$ cat src/rtl/cache_prof_pkg.sv
// Shared types and default-geometry constants for the trace-driven cache profiler.
// The top re-derives its field widths from its own parameters with width_of().
package cache_prof_pkg;

   localparam int ADDR_W_DEF     = 32;
   localparam int SETS_DEF       = 16;
   localparam int WAYS_DEF       = 4;
   localparam int LINE_BYTES_DEF = 16;

   localparam int OFF_W = $clog2(LINE_BYTES_DEF);
   localparam int IDX_W = $clog2(SETS_DEF);
   localparam int TAG_W = ADDR_W_DEF - OFF_W - IDX_W;
   localparam int AGE_W = (WAYS_DEF > 1) ? $clog2(WAYS_DEF) : 1;

   // Stored tags are zero-extended into this field, so ADDR_W must not exceed it.
   localparam int TAG_MAX_W = 32;

   function automatic int width_of(input int n);
      return (n > 1) ? $clog2(n) : 1;
   endfunction

   typedef enum logic [1:0] {
      IDLE,
      FLUSH,
      LOOKUP,
      UPDATE
   } fsm_state_t;

   typedef struct packed {
      logic                 valid;
      logic [TAG_MAX_W-1:0] tag;
   } line_t;

endpackage

$ cat src/rtl/sat_counter.sv
// Saturating statistics counter; clear dominates a same-cycle increment.
module sat_counter #(
   parameter int CNT_W = 10
) (
   input  logic             clk,
   input  logic             reset,
   input  logic             inc_i,
   input  logic             clr_i,
   output logic [CNT_W-1:0] count_o
);

   logic [CNT_W-1:0] count_q, count_d;

   // NOTE: assign a default first in always_comb so no path leaves count_d unassigned (no latch).
   always_comb begin
      count_d = count_q;
      if (clr_i) begin
         count_d = '0;
      end else if (inc_i && (count_q != '1)) begin
         count_d = count_q + CNT_W'(1);
      end
   end

   // NOTE: flops use non-blocking assignments so every register samples pre-edge values.
   always_ff @(posedge clk) begin
      if (reset) begin
         count_q <= '0;
      end else begin
         count_q <= count_d;
      end
   end

   assign count_o = count_q;

endmodule

$ cat src/rtl/cache_trace_profiler.sv
// Set-associative cache model with true-LRU ages; classifies one trace address
// every three cycles and keeps saturating access/hit/miss/eviction counts.
module cache_trace_profiler
   import cache_prof_pkg::*;
#(
   parameter int ADDR_W     = 32,
   parameter int SETS       = 16,
   parameter int WAYS       = 4,
   parameter int LINE_BYTES = 16,
   parameter int CNT_W      = 10
) (
   input  logic              clk,
   input  logic              reset,
   input  logic              trace_valid,
   output logic              trace_ready,
   input  logic [ADDR_W-1:0] trace_addr,
   input  logic              flush,
   input  logic              clear_stats,
   output logic              updated,
   output logic              last_hit,
   output logic [CNT_W-1:0]  access_count,
   output logic [CNT_W-1:0]  hit_count,
   output logic [CNT_W-1:0]  miss_count,
   output logic [CNT_W-1:0]  evict_count
);

   localparam int OFF_B = $clog2(LINE_BYTES);
   localparam int IDX_B = $clog2(SETS);
   localparam int TAG_B = ADDR_W - OFF_B - IDX_B;
   localparam int AGE_B = width_of(WAYS);
   localparam int WAY_B = width_of(WAYS);

   fsm_state_t       state_q, state_d;
   line_t            lines_q [SETS][WAYS];
   line_t            lines_d [SETS][WAYS];
   logic [AGE_B-1:0] ages_q  [SETS][WAYS];
   logic [AGE_B-1:0] ages_d  [SETS][WAYS];
   logic [IDX_B-1:0] idx_q, idx_d;
   logic [TAG_B-1:0] tag_q, tag_d;
   logic [WAY_B-1:0] way_q, way_d;
   logic             hit_q, hit_d;
   logic             evict_q, evict_d;

   logic             hit_any, free_any;
   logic [WAY_B-1:0] hit_way, free_way, lru_way;
   logic [AGE_B-1:0] tgt_age;

   if (OFF_B > 0) begin : g_offset
      logic unused_offset;
      assign unused_offset = ^trace_addr[OFF_B-1:0];
   end

   // Descending scan so the lowest-index invalid way is the one left in free_way.
   always_comb begin
      hit_any  = 1'b0;
      hit_way  = '0;
      free_any = 1'b0;
      free_way = '0;
      lru_way  = '0;
      for (int w = WAYS - 1; w >= 0; w--) begin
         if (!lines_q[idx_q][w].valid) begin
            free_any = 1'b1;
            free_way = WAY_B'(w);
         end
         if (ages_q[idx_q][w] == AGE_B'(WAYS - 1)) begin
            lru_way = WAY_B'(w);
         end
         if (lines_q[idx_q][w].valid && (lines_q[idx_q][w].tag == TAG_MAX_W'(tag_q))) begin
            hit_any = 1'b1;
            hit_way = WAY_B'(w);
         end
      end
   end

   assign tgt_age = ages_q[idx_q][way_q];

   always_comb begin
      state_d     = state_q;
      lines_d     = lines_q;
      ages_d      = ages_q;
      idx_d       = idx_q;
      tag_d       = tag_q;
      way_d       = way_q;
      hit_d       = hit_q;
      evict_d     = evict_q;
      trace_ready = 1'b0;
      updated     = 1'b0;
      case (state_q)
         IDLE: begin
            trace_ready = !reset && !flush;
            if (flush) begin
               state_d = FLUSH;
            end else if (trace_valid) begin
               idx_d   = trace_addr[OFF_B+IDX_B-1:OFF_B];
               tag_d   = trace_addr[ADDR_W-1:OFF_B+IDX_B];
               state_d = LOOKUP;
            end
         end
         FLUSH: begin
            for (int s = 0; s < SETS; s++) begin
               for (int w = 0; w < WAYS; w++) begin
                  lines_d[s][w] = '0;
                  ages_d[s][w]  = AGE_B'(w);
               end
            end
            state_d = IDLE;
         end
         LOOKUP: begin
            hit_d   = hit_any;
            evict_d = !hit_any && !free_any;
            if (hit_any) begin
               way_d = hit_way;
            end else if (free_any) begin
               way_d = free_way;
            end else begin
               way_d = lru_way;
            end
            state_d = UPDATE;
         end
         UPDATE: begin
            updated = 1'b1;
            lines_d[idx_q][way_q] = '{valid: 1'b1, tag: TAG_MAX_W'(tag_q)};
            // Ages younger than the target's shift back by one, keeping a permutation.
            for (int w = 0; w < WAYS; w++) begin
               if (ages_q[idx_q][w] < tgt_age) begin
                  ages_d[idx_q][w] = ages_q[idx_q][w] + AGE_B'(1);
               end
            end
            ages_d[idx_q][way_q] = '0;
            state_d = IDLE;
         end
         default: state_d = IDLE;
      endcase
   end

   // NOTE: tag/age arrays are flops, not RAM, so reset can initialise every entry.
   always_ff @(posedge clk) begin
      if (reset) begin
         state_q <= IDLE;
         for (int s = 0; s < SETS; s++) begin
            for (int w = 0; w < WAYS; w++) begin
               lines_q[s][w] <= '0;
               ages_q[s][w]  <= AGE_B'(w);
            end
         end
         idx_q   <= '0;
         tag_q   <= '0;
         way_q   <= '0;
         hit_q   <= 1'b0;
         evict_q <= 1'b0;
      end else begin
         state_q <= state_d;
         lines_q <= lines_d;
         ages_q  <= ages_d;
         idx_q   <= idx_d;
         tag_q   <= tag_d;
         way_q   <= way_d;
         hit_q   <= hit_d;
         evict_q <= evict_d;
      end
   end

   assign last_hit = hit_q;

   sat_counter #(.CNT_W(CNT_W)) u_access_cnt (
      .clk    (clk),
      .reset  (reset),
      .inc_i  (updated),
      .clr_i  (clear_stats),
      .count_o(access_count)
   );

   sat_counter #(.CNT_W(CNT_W)) u_hit_cnt (
      .clk    (clk),
      .reset  (reset),
      .inc_i  (updated && hit_q),
      .clr_i  (clear_stats),
      .count_o(hit_count)
   );

   sat_counter #(.CNT_W(CNT_W)) u_miss_cnt (
      .clk    (clk),
      .reset  (reset),
      .inc_i  (updated && !hit_q),
      .clr_i  (clear_stats),
      .count_o(miss_count)
   );

   sat_counter #(.CNT_W(CNT_W)) u_evict_cnt (
      .clk    (clk),
      .reset  (reset),
      .inc_i  (updated && evict_q),
      .clr_i  (clear_stats),
      .count_o(evict_count)
   );

endmodule

$ cat config.mk
export PLATFORM = sky130hd
export DESIGN_NAME = cache_trace_profiler
export DESIGN_NICKNAME = d
export VERILOG_FILES = /design/src/rtl/cache_prof_pkg.sv /design/src/rtl/sat_counter.sv /design/src/rtl/cache_trace_profiler.sv
export SDC_FILE = /design/constraint.sdc
export NUM_CORES = 2
export LEC_CHECK = 0
export CAP_MARGIN = 20
export CORE_UTILIZATION = 55
export CTS_CLUSTER_SIZE = 10
export DETAILED_ROUTE_END_ITERATION = 8
export PLACE_DENSITY = 0.74
export SLEW_MARGIN = 20
export SYNTH_ARGS = -nofsm -noshare
export SYNTH_HDL_FRONTEND = slang
export SYNTH_SLANG_ARGS = --single-unit
export TNS_END_PERCENT = 10
$ cat constraint.sdc
create_clock -name clk -period 4.75 [get_ports clk]
set_clock_uncertainty 0.15 [all_clocks]
set_input_delay 0.7125 -clock clk [delete_from_list [all_inputs] [get_ports clk]]
set_output_delay 0.7125 -clock clk [all_outputs]
set_load 0.05 [all_outputs]
==> flow_metrics.py <==
metrics = {
    "setup_path": {
        "crit_type": "reg -> reg",
        "critPathLaunchType": "register",
        "cp.arrival_ns": 5.08,
        "worstPathRequired_ns": 5.31,
        "worst_setup_path_end_kind": "register",
        "crit_path_max_fanout": 33,
    },
    "layout": {
        "layout-drive-gt1-share": 0.117,
        "area_delta_synth_final_pct": 9.07,
        "final-instance-count-excl-fill": 11148,
        "final_area_um2": 89300,
        "nets": 9218,
        "final_core_util": 0.604,
    },
    "placed_design": {
        "dp_hpwl_um": 165000,
        "place_area_um2": 83800,
        "placed_cells": 10895,
        "portBuffers": 75,
        "gp_congestion": 0.970,
    },
    "synthesis": {
        "yosys-top-cells-area": "dfxtp_1 (44%), mux4_2 (10%), a21oi_1 (10%), nand3_1 (9.5%), nand2_1 (8.4%)",
        "synth_cell_types": 91,
        "seq_area_frac_synth": 0.440,
        "synth-seq-cells": 1802,
        "yosysTopAreaCellShare": 0.440,
        "syn_avg_cell_area_um2": 8.55,
        "synth_cells": 9583,
        "synth-edff-count": 0,
        "syn_nets": 9632,
        "async_reset_ff_frac": 0,
        "synth_top_flop_cell": "dfxtp_1",
        "ys_warn_count": 0,
        "syn_area_um2": 81900,
        "yosysTopAreaCell": "dfxtp_1",
    },
    "pwr": {
        "p_sw_frac": 0.247,
        "internal_power_mw": 23.4,
        "p_leak_nw": 28.2,
        "power_density_nw_per_um2": 347,
        "vdd_drop_max_v": 0.000425,
        "p_sw_mw": 7.67,
        "pwr-share-comb": 0.064,
        "seq_power_share": 0.490,
        "pwr-share-clk": 0.446,
    },
    "timing": {
        "rsz0062_at_grt": "false",
        "hold_viol": 0,
        "tns_ns": 0,
        "tightest_slew_ns": 1.33,
        "period_share": 0.953,
        "timing.slew.headroom": 0.112,
        "max_freq_ghz": 0.221,
        "setup_viol": 0,
        "period_needed_ns": 4.53,
        "report.final.slew_viol_count": 0,
    },
    "route": {
        "vias": 74815,
        "dr.first_iter.drc_count": 11371,
        "drtPass1Iterations": 8,
        "routed_wl_um": 282000,
        "vias_per_cell": 6.71,
        "drc": 0,
        "ant_nets": 0,
        "wl_per_cell_um": 25.3,
    },
    "global_routing": {
        "grt_overflow": 0,
        "grt_pass1_wl_um": 426000,
        "grt_pass1_vias": 71408,
        "grtUsageTotal": 0.364,
        "antenna_found_initial": 7,
        "grt_max_degree": 269,
    },
    "status": {
        "status": "finished, final reports clean",
    },
    "clock_network": {
        "cts_root_buffer": "clkbuf_16",
        "numCtsBuffers": 201,
        "path_clk_slew_ns": 0.06,
        "clk_path_buf_depth": 3,
        "post-cts-setup-buffer-count": 0,
        "ctsResizeCount": 0,
        "cts_tree": "done",
        "htreeDepth": 4,
        "clk_latency_ns": 0.86,
        "clock-sinks": 1802,
        "cts_hold_buf": 0,
    },
    "floorplanning": {
        "dieArea_um2": 150000,
        "ios": 80,
        "core_area_um2": 148000,
        "std_cell_rows": 141,
        "start_util": 0.554,
        "die_w_um": 388,
        "die_h_um": 388,
    },
    "flow_run": {
        "drv_cap": 0,
    },
    "worst_hold_path": {
        "holdCritPathClass": "in -> reg",
    },
}
[registers in the layout, summed over array words and instances (netlist names)]
signal                count
lines_q                1600
ages_q                  128
tag_q                    24
u_access_cnt.count_o     10
u_evict_cnt.count_o      10
u_hit_cnt.count_o        10
u_miss_cnt.count_o       10
idx_q                     4
state_q                   2
way_q                     2
evict_q                   1
last_hit                  1
[kinds of logic (layout without fill, tap and decap cells)]
kind of cell             after synthesis  in the layout  synth area share
buffers and inverters               1056            688            0.0577
multiplexers                         643            643             0.141
flip-flops                          1802           1802             0.440
XOR/XNOR                             109            109            0.0117
adder cells (fa/ha/maj)               12             12           0.00183
AO/OA/AOI/OAI                       2151           2151             0.144
other                                  0              3                 0
AND/OR/NAND/NOR                     3810           3810             0.203
[cell usage in the layout (no fill, tap or decap), types with 76 or more instances in the layout]
| master | instances |
|---|---|
| nand2_1 | 1825 |
| dfxtp_1 | 1774 |
| a21oi_1 | 1698 |
| nand3_1 | 1551 |
| mux4_2 | 379 |
| buf_4 | 291 |
| mux2i_1 | 216 |
| nor2_1 | 215 |
| clkbuf_16 | 204 |
| o21ai_0 | 82 |
| xnor2_1 | 76 |
[layout make-up]
class | count | area [um^2]
inverter | 30 | 118
antenna | 3 | 7.51
multi-input combinational | 6725 | 41300
clock buffer | 235 | 5270
clock inverter | 14 | 235
sequential | 1802 | 36200
timing repair buffer | 409 | 3810
fill | 12422 | 58500
tap | 1930 | 2410
[per-layer routing]
metal	track usage	part of all wire
met1	0.467	0.37
met2	0.554	0.44
met3	0.0958	0.13
met4	0.208	0.061
met5	0	0.00025
[power by group through the flow]
stage	Sequential (mW)	Clock, mW	Combinational [mW]
2_1_floorplan	15.5	0	1.31
3_3_place_gp	15.5	0	1.87
3_5_place_dp	15.5	0	1.88
4_1_cts	15.2	13.9	1.89
5_1_grt	15.2	14.5	2.03
6_report	15.2	13.9	1.98
[worst max-delay path, stage by stage (launching register included)]
cell      delay (ns)
dfxtp_4         0.84
buf_12          0.35
mux4_2          0.57
mux2i_1         0.17
xor2_1          0.36
o211ai_1        0.17
o31a_1          0.37
or4b_1          0.53
nor4_2          0.15
buf_4           0.20
a31o_2          0.30
o32ai_1         0.13
[path summary, 6_finish.rpt]
path	from	to	slack [ns]	cells past startpoint
worst max-delay path	idx_q[0]	evict_q	0.22	11
worst min-delay path	reset	lines_q[1748]	0.18	2
worst max register to register	idx_q[0]	evict_q	0.22	11
worst min register to register	lines_q[1286]	lines_q[1286]	0.30	2
[cells in the mapped netlist (7+ instances only)]
cell type	count
nor2b_1	13
or3_1	18
a21oi_1	1699
buf_2	84
clkbuf_1	734
a211oi_1	12
o2bb2ai_1	14
o221ai_1	8
clkinv_1	7
mux2i_1	216
mux2_1	12
a2111oi_0	10
mux4_1	20
a22o_1	47
dfxtp_1	1802
ha_1	12
buf_6	43
buf_1	110
buf_12	7
buf_4	41
o21ai_1	55
a2bb2oi_1	7
xnor2_1	76
nor2_1	281
o21a_1	19
xor2_1	33
nand3_1	1551
o22ai_1	31
a21o_1	7
a221oi_1	14
and2_1	9
a31oi_1	19
o21ai_0	82
o211ai_1	20
a22oi_1	31
nand2b_1	10
o32a_1	21
mux4_2	379
mux2_2	14
nand4_1	23
inv_1	21
nand2_1	1825
and3_1	13
nor3_1	32
[stage by stage]
step	setup WS (ns)	power, mW	hold slack (ns)
2_1_floorplan	0.0296	16.8	0.271
3_3_place_gp	0.321	17.4	0.289
3_5_place_dp	0.324	17.4	0.294
4_1_cts	0.295	31.0	0.153
5_1_grt	0.0951	31.7	0.220
6_report	0.222	31.0	0.185
Power figures use the tool's default switching activity.
